File: config.mk
export PLATFORM = sky130hd
export DESIGN_NAME = data_mem_ctrl
export DESIGN_NICKNAME = d
export VERILOG_FILES = /design/src/rtl/data_mem_ctrl.sv
export SDC_FILE = /design/constraint.sdc
export NUM_CORES = 1
export LEC_CHECK = 0
export ABC_AREA = 1
export CAP_MARGIN = 20
export CORE_MARGIN = 4
export CORE_UTILIZATION = 35
export DETAILED_ROUTE_END_ITERATION = 16
export PLACE_DENSITY = 0.7
export SYNTH_ARGS = -nofsm -noshare
export SYNTH_HDL_FRONTEND = slang
export SYNTH_SLANG_ARGS = --single-unit
File: constraint.sdc
create_clock -name clk -period 6 [get_ports clk]
set_input_delay 1.2 -clock clk [delete_from_list [all_inputs] [get_ports clk]]
set_output_delay 1.2 -clock clk [all_outputs]
set_load 0.005 [all_outputs]
File: src/rtl/data_mem_ctrl.sv
// Data-memory access unit between the single-cycle MIPS datapath and a variable-latency
// word RAM: req/ack handshake, core stall, and error flagging for bad or timed-out accesses.
module data_mem_ctrl #(
    parameter int RAM_AW  = 10,
    parameter int TIMEOUT = 15
) (
    input  logic              clk,
    input  logic              rst,
    input  logic              cpu_en,
    input  logic              mem_ren,
    input  logic              mem_wen,
    input  logic [31:0]       mem_addr,
    input  logic [31:0]       mem_dout,
    output logic [31:0]       mem_din,
    output logic              mem_stall,
    output logic              mem_err,
    output logic              ram_req,
    output logic              ram_we,
    output logic [RAM_AW-1:0] ram_addr,
    output logic [31:0]       ram_wdata,
    input  logic [31:0]       ram_rdata,
    input  logic              ram_ack
);

    typedef enum logic [1:0] {
        IDLE = 2'd0,
        BUSY = 2'd1,
        DONE = 2'd2
    } state_t;

    localparam logic [7:0] CNT_LAST = 8'(TIMEOUT - 1);

    state_t              r_state;
    state_t              w_state_next;
    logic [7:0]          r_cnt;
    logic [7:0]          w_cnt_next;
    logic                r_req;
    logic                w_req_next;
    logic                r_we;
    logic                w_we_next;
    logic [RAM_AW-1:0]   r_addr;
    logic [RAM_AW-1:0]   w_addr_next;
    logic [31:0]         r_wdata;
    logic [31:0]         w_wdata_next;
    logic [31:0]         r_din;
    logic [31:0]         w_din_next;
    logic                r_err;
    logic                w_err_next;

    logic                w_access;
    logic                w_bad;
    logic                w_misaligned;
    logic                w_out_of_range;
    logic                w_conflict;

    // An access is rejected before touching the RAM if it is ambiguous, unaligned or
    // addresses beyond the RAM's word range.
    assign w_access       = cpu_en & (mem_ren | mem_wen);
    assign w_conflict     = mem_ren & mem_wen;
    assign w_misaligned   = (mem_addr[1:0] != 2'b00);
    assign w_out_of_range = (mem_addr[31:RAM_AW+2] != '0);
    assign w_bad          = w_conflict | w_misaligned | w_out_of_range;

    always_ff @(posedge clk or posedge rst) begin
        if (rst) begin
            r_state <= IDLE;
            r_cnt   <= 8'd0;
            r_req   <= 1'b0;
            r_we    <= 1'b0;
            r_addr  <= '0;
            r_wdata <= 32'd0;
            r_din   <= 32'd0;
            r_err   <= 1'b0;
        end else begin
            r_state <= w_state_next;
            r_cnt   <= w_cnt_next;
            r_req   <= w_req_next;
            r_we    <= w_we_next;
            r_addr  <= w_addr_next;
            r_wdata <= w_wdata_next;
            r_din   <= w_din_next;
            r_err   <= w_err_next;
        end
    end

    always_comb begin
        w_state_next = r_state;
        w_cnt_next   = r_cnt;
        w_req_next   = r_req;
        w_we_next    = r_we;
        w_addr_next  = r_addr;
        w_wdata_next = r_wdata;
        w_din_next   = r_din;
        w_err_next   = 1'b0;

        case (r_state)
            IDLE: begin
                if (w_access) begin
                    if (w_bad) begin
                        w_err_next = 1'b1;
                    end else begin
                        w_addr_next  = mem_addr[RAM_AW+1:2];
                        w_we_next    = mem_wen;
                        w_wdata_next = mem_dout;
                        w_req_next   = 1'b1;
                        w_cnt_next   = 8'd0;
                        w_state_next = BUSY;
                    end
                end
            end

            BUSY: begin
                // An ack arriving in the last allowed cycle still wins over the timeout.
                if (ram_ack) begin
                    w_req_next   = 1'b0;
                    w_state_next = DONE;
                    if (!r_we) begin
                        w_din_next = ram_rdata;
                    end
                end else if (r_cnt == CNT_LAST) begin
                    w_req_next   = 1'b0;
                    w_err_next   = 1'b1;
                    w_state_next = DONE;
                    if (!r_we) begin
                        w_din_next = 32'd0;
                    end
                end else begin
                    w_cnt_next = r_cnt + 8'd1;
                end
            end

            DONE: begin
                if (cpu_en) begin
                    w_state_next = IDLE;
                end
            end

            default: begin
                w_state_next = IDLE;
            end
        endcase
    end

    // DONE does not stall, so the datapath retires the instruction on the DONE edge.
    assign mem_stall = ((r_state == IDLE) & w_access & ~w_bad) | (r_state == BUSY);

    assign mem_din   = r_din;
    assign mem_err   = r_err;
    assign ram_req   = r_req;
    assign ram_we    = r_we;
    assign ram_addr  = r_addr;
    assign ram_wdata = r_wdata;

endmodule

==> results.toml, run 1 <==
[status]
status = "completed"

[cts]
clock_sinks = 87
clkTransAtPathRegs_ps = 80
ctsHoldBuffers = 0
cts_tree = "built"
cts_buffer_depth = 2
postCtsSetupBuffers = 0
cts-root-buf = "clkbuf_8"
numCtsBuffers = 9
post_cts_resized = 0
cts_max_level = 3
insertion_delay_ps = 350

[worst_setup_path]
crit_path_start_kind = "input pin"
r2r-start = "r_cnt[0]$_DFFE_PP0P_"
cp-end-kind = "output pin"
r2r_end = "mem_din[16]$_DFFE_PP0P_"
crit_arrival_ps = 2860
r2r.worst_path.cells = 11
reg2reg_slack_ps = 3940
path_max_fanout = 4
critical_path_class = "in -> out"
cp.required_ps = 4800

[layout]
design_area_sq_um = 5940
drive_gt1_share_pct = 9.31
final_util_pct = 55.0
num-nets-final = 712
fin_cells = 752
syn_to_final_growth_pct = 54.3
fillers = 984
diodes = 0

[yosys]
yosys-top-cells-count = "180 x nand2_1, 87 x dfrtp_1, 49 x nand3_1"
synth-seq-area-share_pct = 56.6
yosys-top-cells-area = "dfrtp_1 57%, nand2_1 18%, o21ai_2 7.3%, nand3_1 6.4%, nor2_1 2.3%"
synthMuxAreaShare_pct = 0
synth-xor-area-share_pct = 0.911
syn_inst = 437
syn_avg_cell_area_sq_um = 8.80
ys_seq_elements = 87
synth_compound_area_share_pct = 9.17
synth-simple-area-share_pct = 27.4
synth_top_family_by_area = "simple AND/OR/NAND/NOR gates"
ys_warn_count = 0
synth_cell_types = 22
yosysTopAreaCellShare_pct = 56.6
synth_top_cell_by_area = "dfrtp_1"
yosysMostFrequentCell = "nand2_1"
synth-main-ff-cell = "dfrtp_1"
synth_fa_ha_area_share_pct = 0.651
async_flop_share_pct = 100
synth_enable_flop_cells = 0
synth_area_sq_um = 3850
synth_nets = 541

[global_route]
grt_max_degree = 65
antenna_found_initial = 0
grt_pass1_wl_mm = 17.0
first_global_vias = 3500
grt_overflow = 0
track_usage_pct = 16.4

[floorplanning]
fp.dieH_um = 113
boundaryPins = 180
core_area_sq_um = 10800
die_area_sq_um = 12700
start_util_pct = 35.6
die_x_um = 113
row_count = 38

[detailed_routing]
viasPerCell = 4.61
dr_wl_met2_mm = 4.58
num_vias = 3466
drc = 0
highest_layer = "met4"
route.met3.wl_um = 862
drt-met1-wl_mm = 4.75
ant_nets = 0
drt_first_pass_iters = 4
routedWlPerCell_um = 13.9
routed_wl_mm = 10.4
drt_iter0_drc = 190

[power_and_ir_drop]
ir_drop_mv = 0.147
p_per_area_nw_per_um2 = 297
p_leak_nw = 2.78

[timing]
setup_slack_ps = 1940
rsz0062_at_grt = "false"
slew_violations = 0
finalCriticalPeriod_ps = 4060
finalSetupViolCount = 0
slew_headroom_pct = 35.3
min_period_over_period_pct = 67.6
fmax_mhz = 246
skew_ps = 9.32
fin_tns_setup_ps = 0
hold_viol_final = 0
tightest_slew_ps = 968

[place]
dp_cells = 737
io_buffers = 179
pre_cts_ws_ps = 1960
dp_hpwl_mm = 7.59
place_area_sq_um = 5720
gp_congestion = 0.826

[worst_hold_path]
worstHoldStart = "ram_wdata[4]$_DFFE_PP0P_"
hold_path_class = "reg -> reg"
whs_path_depth = 2
hold_path_end = "ram_wdata[4]$_DFFE_PP0P_"

[flow_run]
drv_cap = 0
[flip-flops by register name, summed over array words and instances (netlist names)]
name,cells
mem_din,32
mem_err,1
r_cnt,8
r_state,2
ram_addr,10
ram_req,1
ram_wdata,32
ram_we,1
[logic make-up (layout without fill, tap and decap cells)]
logic type	Yosys count	count (layout)
flip-flops	87	87
adder cells (fa/ha/maj)	2	2
buffers and inverters	39	214
AND/OR/NAND/NOR	259	259
XOR/XNOR	4	4
AO/OA/AOI/OAI	46	46
[power by group]
part,leakage [nW],switching (mW),internal [mW]
clock,0.109,0.195,0.243
sequential,1.19,0.0730,0.706
combinational,1.48,0.214,0.330
[worst max path at each step]
stage	cells past startpoint	start	slack (ps)	end
2_1_floorplan	1	rst	2550	mem_din[0]$_DFFE_PP0P_
6_report	6	mem_wen	1940	mem_stall
4_1_cts	6	mem_wen	1940	mem_stall
3_5_place_dp	6	mem_wen	1960	mem_stall
5_1_grt	6	mem_wen	1810	mem_stall
3_3_place_gp	6	mem_wen	1970	mem_stall
[final cells by class]
class / count / area [sq um] / share of cell area [%]
multi-input cells: 311 / 1470 / 24.8
clock buffers: 11 / 141 / 2.38
inverters: 15 / 57.6 / 0.970
flip-flops and latches: 87 / 2180 / 36.7
clock inverters: 4 / 70.1 / 1.18
repair buffers: 184 / 1840 / 31.0
well taps: 140 / 175 / 2.95
[placed cells by master, fill, tap and decap left out]
cell type / n
nand2_1: 180
clkdlybuf4s50_1: 179
dfrtp_1: 87
nand3_1: 49
o21ai_2: 32
nor2_1: 23
inv_1: 13
o21ai_0: 11
clkbuf_8: 10
buf_4: 4
clkinv_2: 3
a21oi_1: 2
xnor2_1: 2
xor2_1: 2
nand4_1: 2
ha_1: 2
bufinv_16: 2
clkinv_1: 1
nor2_4: 1
nand2_2: 1
nor2_2: 1
nand3_2: 1
or2_2: 1
a21o_1: 1
clkbuf_1: 1
buf_12: 1
[layer usage]
metal / up-vias / track usage, %
met2: 149 / 25.1
met5: - / 0
li1: 1724 / -
met3: 15 / 4.92
met1: 1578 / 21.7
met4: 0 / 7.29
[critical path, cell delays in order]
cell and delay, ps:
clkdlybuf4s50_1 440, o21ai_0 510, inv_1 90, nand2_1 110, nand2_1 60, clkdlybuf4s50_1 460
[stage by stage]
stage / power (mW) / hold slack, ps
after floorplan: 1.00 / 465
after global routing: 1.87 / 508
after global placement: 1.32 / 455
after detailed placement: 1.34 / 458
final: 1.76 / 475
after CTS: 1.79 / 478
Note: power is estimated with default switching activity, not from simulation.
==> run 2: changes to the inputs <==
- PLACE_DENSITY: 0.7 -> 0.73
- clock period: 6 -> 3.3 ns (I/O delays scaled with it)
==> results.toml, run 2 (synthesized netlist as in run 1, its figures left out) <==
[status]
status = "completed"

[cts]
ctsHoldBuffers = 0
post_cts_resized = 0
clkTransAtPathRegs_ps = 80
postCtsSetupBuffers = 0
cts_tree = "built"
cts_max_level = 3
clock_sinks = 87
numCtsBuffers = 9
insertion_delay_ps = 350
cts-root-buf = "clkbuf_8"
cts_buffer_depth = 2

[timing]
slew_violations = 0
finalSetupViolCount = 0
fmax_mhz = 339
skew_ps = 13.4
fin_tns_setup_ps = 0
finalCriticalPeriod_ps = 2950
hold_viol_final = 0
tightest_slew_ps = 769
slew_headroom_pct = 48.8
rsz0062_at_grt = "false"
min_period_over_period_pct = 89.4

[detailed_routing]
routedWlPerCell_um = 13.7
ant_nets = 0
routed_wl_mm = 10.4
viasPerCell = 4.62
num_vias = 3486
drt_iter0_drc = 241
drc = 0
drt_first_pass_iters = 6

[global_route]
grt_overflow = 0
track_usage_pct = 16.4
first_global_vias = 3559
grt_max_degree = 65
grt_pass1_wl_mm = 17.1
antenna_found_initial = 0

[layout]
drive_gt1_share_pct = 9.92
fin_cells = 755
mostFrequentLayoutCells = "180 x nand2_1, 179 x clkdlybuf4s50_1, 87 x dfrtp_1, 49 x nand3_1, 32 x o21ai_2"
num-nets-final = 714
final_common_cell = "nand2_1"
syn_to_final_growth_pct = 54.7
diodes = 0

[worst_setup_path]
reg2reg_slack_ps = 1250
path_max_fanout = 3
crit_path_start_kind = "input pin"
cp.required_ps = 2640
crit_arrival_ps = 2290
r2r.worst_path.cells = 11
r2r_end = "mem_din[10]$_DFFE_PP0P_"
critical_path_class = "in -> out"
cp-end-kind = "output pin"
startpoint = "mem_addr[1]"
endpoint = "mem_stall"
r2r-start = "r_cnt[0]$_DFFE_PP0P_"

[worst_hold_path]
hold_path_class = "reg -> reg"

[place]
io_buffers = 179
dp_hpwl_mm = 7.48
dp_cells = 739
gp_congestion = 0.782

[flow_run]
drv_cap = 0

[power_and_ir_drop]
p_leak_nw = 2.79
p_per_area_nw_per_um2 = 536
ir_drop_mv = 0.284

[floorplanning]
row_count = 38
fp.dieH_um = 113
die_area_sq_um = 12700
start_util_pct = 35.6
core_area_sq_um = 10800
die_x_um = 113
boundaryPins = 180
-- run 2: critical path, cell delays in order --
cell             delay, ps
clkdlybuf4s50_1        420
nor2_1                 110
nand2_1                 60
nor2_1                 110
nand3_1                130
nor2_1                 140
nand2_1                 80
nand2_1                 70
clkdlybuf4s50_1        510
-- run 2: power breakdown --
part	internal, mW	total (mW)	leakage [nW]	switching [mW]
clock	0.398	0.783	0.107	0.384
combinational	0.605	0.990	1.50	0.385
sequential	1.28	1.42	1.19	0.133
-- run 2: how the worst min path moves through the flow --
stage | from | to | depth (start not counted)
finish | ram_wdata[18]$_DFFE_PP0P_ | ram_wdata[18]$_DFFE_PP0P_ | 2
global route | ram_wdata[1]$_DFFE_PP0P_ | ram_wdata[1]$_DFFE_PP0P_ | 2
CTS | ram_wdata[18]$_DFFE_PP0P_ | ram_wdata[18]$_DFFE_PP0P_ | 2
detailed placement | ram_wdata[1]$_DFFE_PP0P_ | ram_wdata[1]$_DFFE_PP0P_ | 2
global placement | ram_wdata[16]$_DFFE_PP0P_ | ram_wdata[16]$_DFFE_PP0P_ | 2
floorplan | ram_addr[0]$_DFFE_PP0P_ | ram_addr[0]$_DFFE_PP0P_ | 2
-- run 2: routing by layer --
| layer | vias up | routed length [um] | global-route usage (%) |
|---|---|---|---|
| met2 | 136 | 4680 | 25.8 |
| met1 | 1608 | 4600 | 21.0 |
| met4 | 0 | 158 | 5.61 |
| met5 | - | 0 | 0 |
| li1 | 1729 | - | - |
| met3 | 13 | 925 | 5.78 |
-- run 2: area by class of cell --
cell class,instances,area (sq um)
inverters,15,57.6
flip-flops and latches,87,2180
clock buffers,11,151
fillers,969,4840
repair buffers,186,1860
clock inverters,5,63.8
multi-input cells,311,1470
well taps,140,175
-- run 2: through the flow --
| stage | utilization [%] | cell area [sq um] | hold slack, ps | setup slack (ps) | power (mW) |
|---|---|---|---|---|---|
| 4_1_cts | 55.1 | 5950 | 478 | 343 | 3.24 |
| 3_3_place_gp | 53.1 | 5730 | 453 | 412 | 2.41 |
| 2_1_floorplan | - | 3850 | 465 | 390 | 1.83 |
| 3_5_place_dp | 53.1 | 5730 | 459 | 351 | 2.44 |
| 5_1_grt | 55.1 | 5950 | 496 | 160 | 3.39 |
| 6_report | 55.1 | 5950 | 471 | 349 | 3.19 |
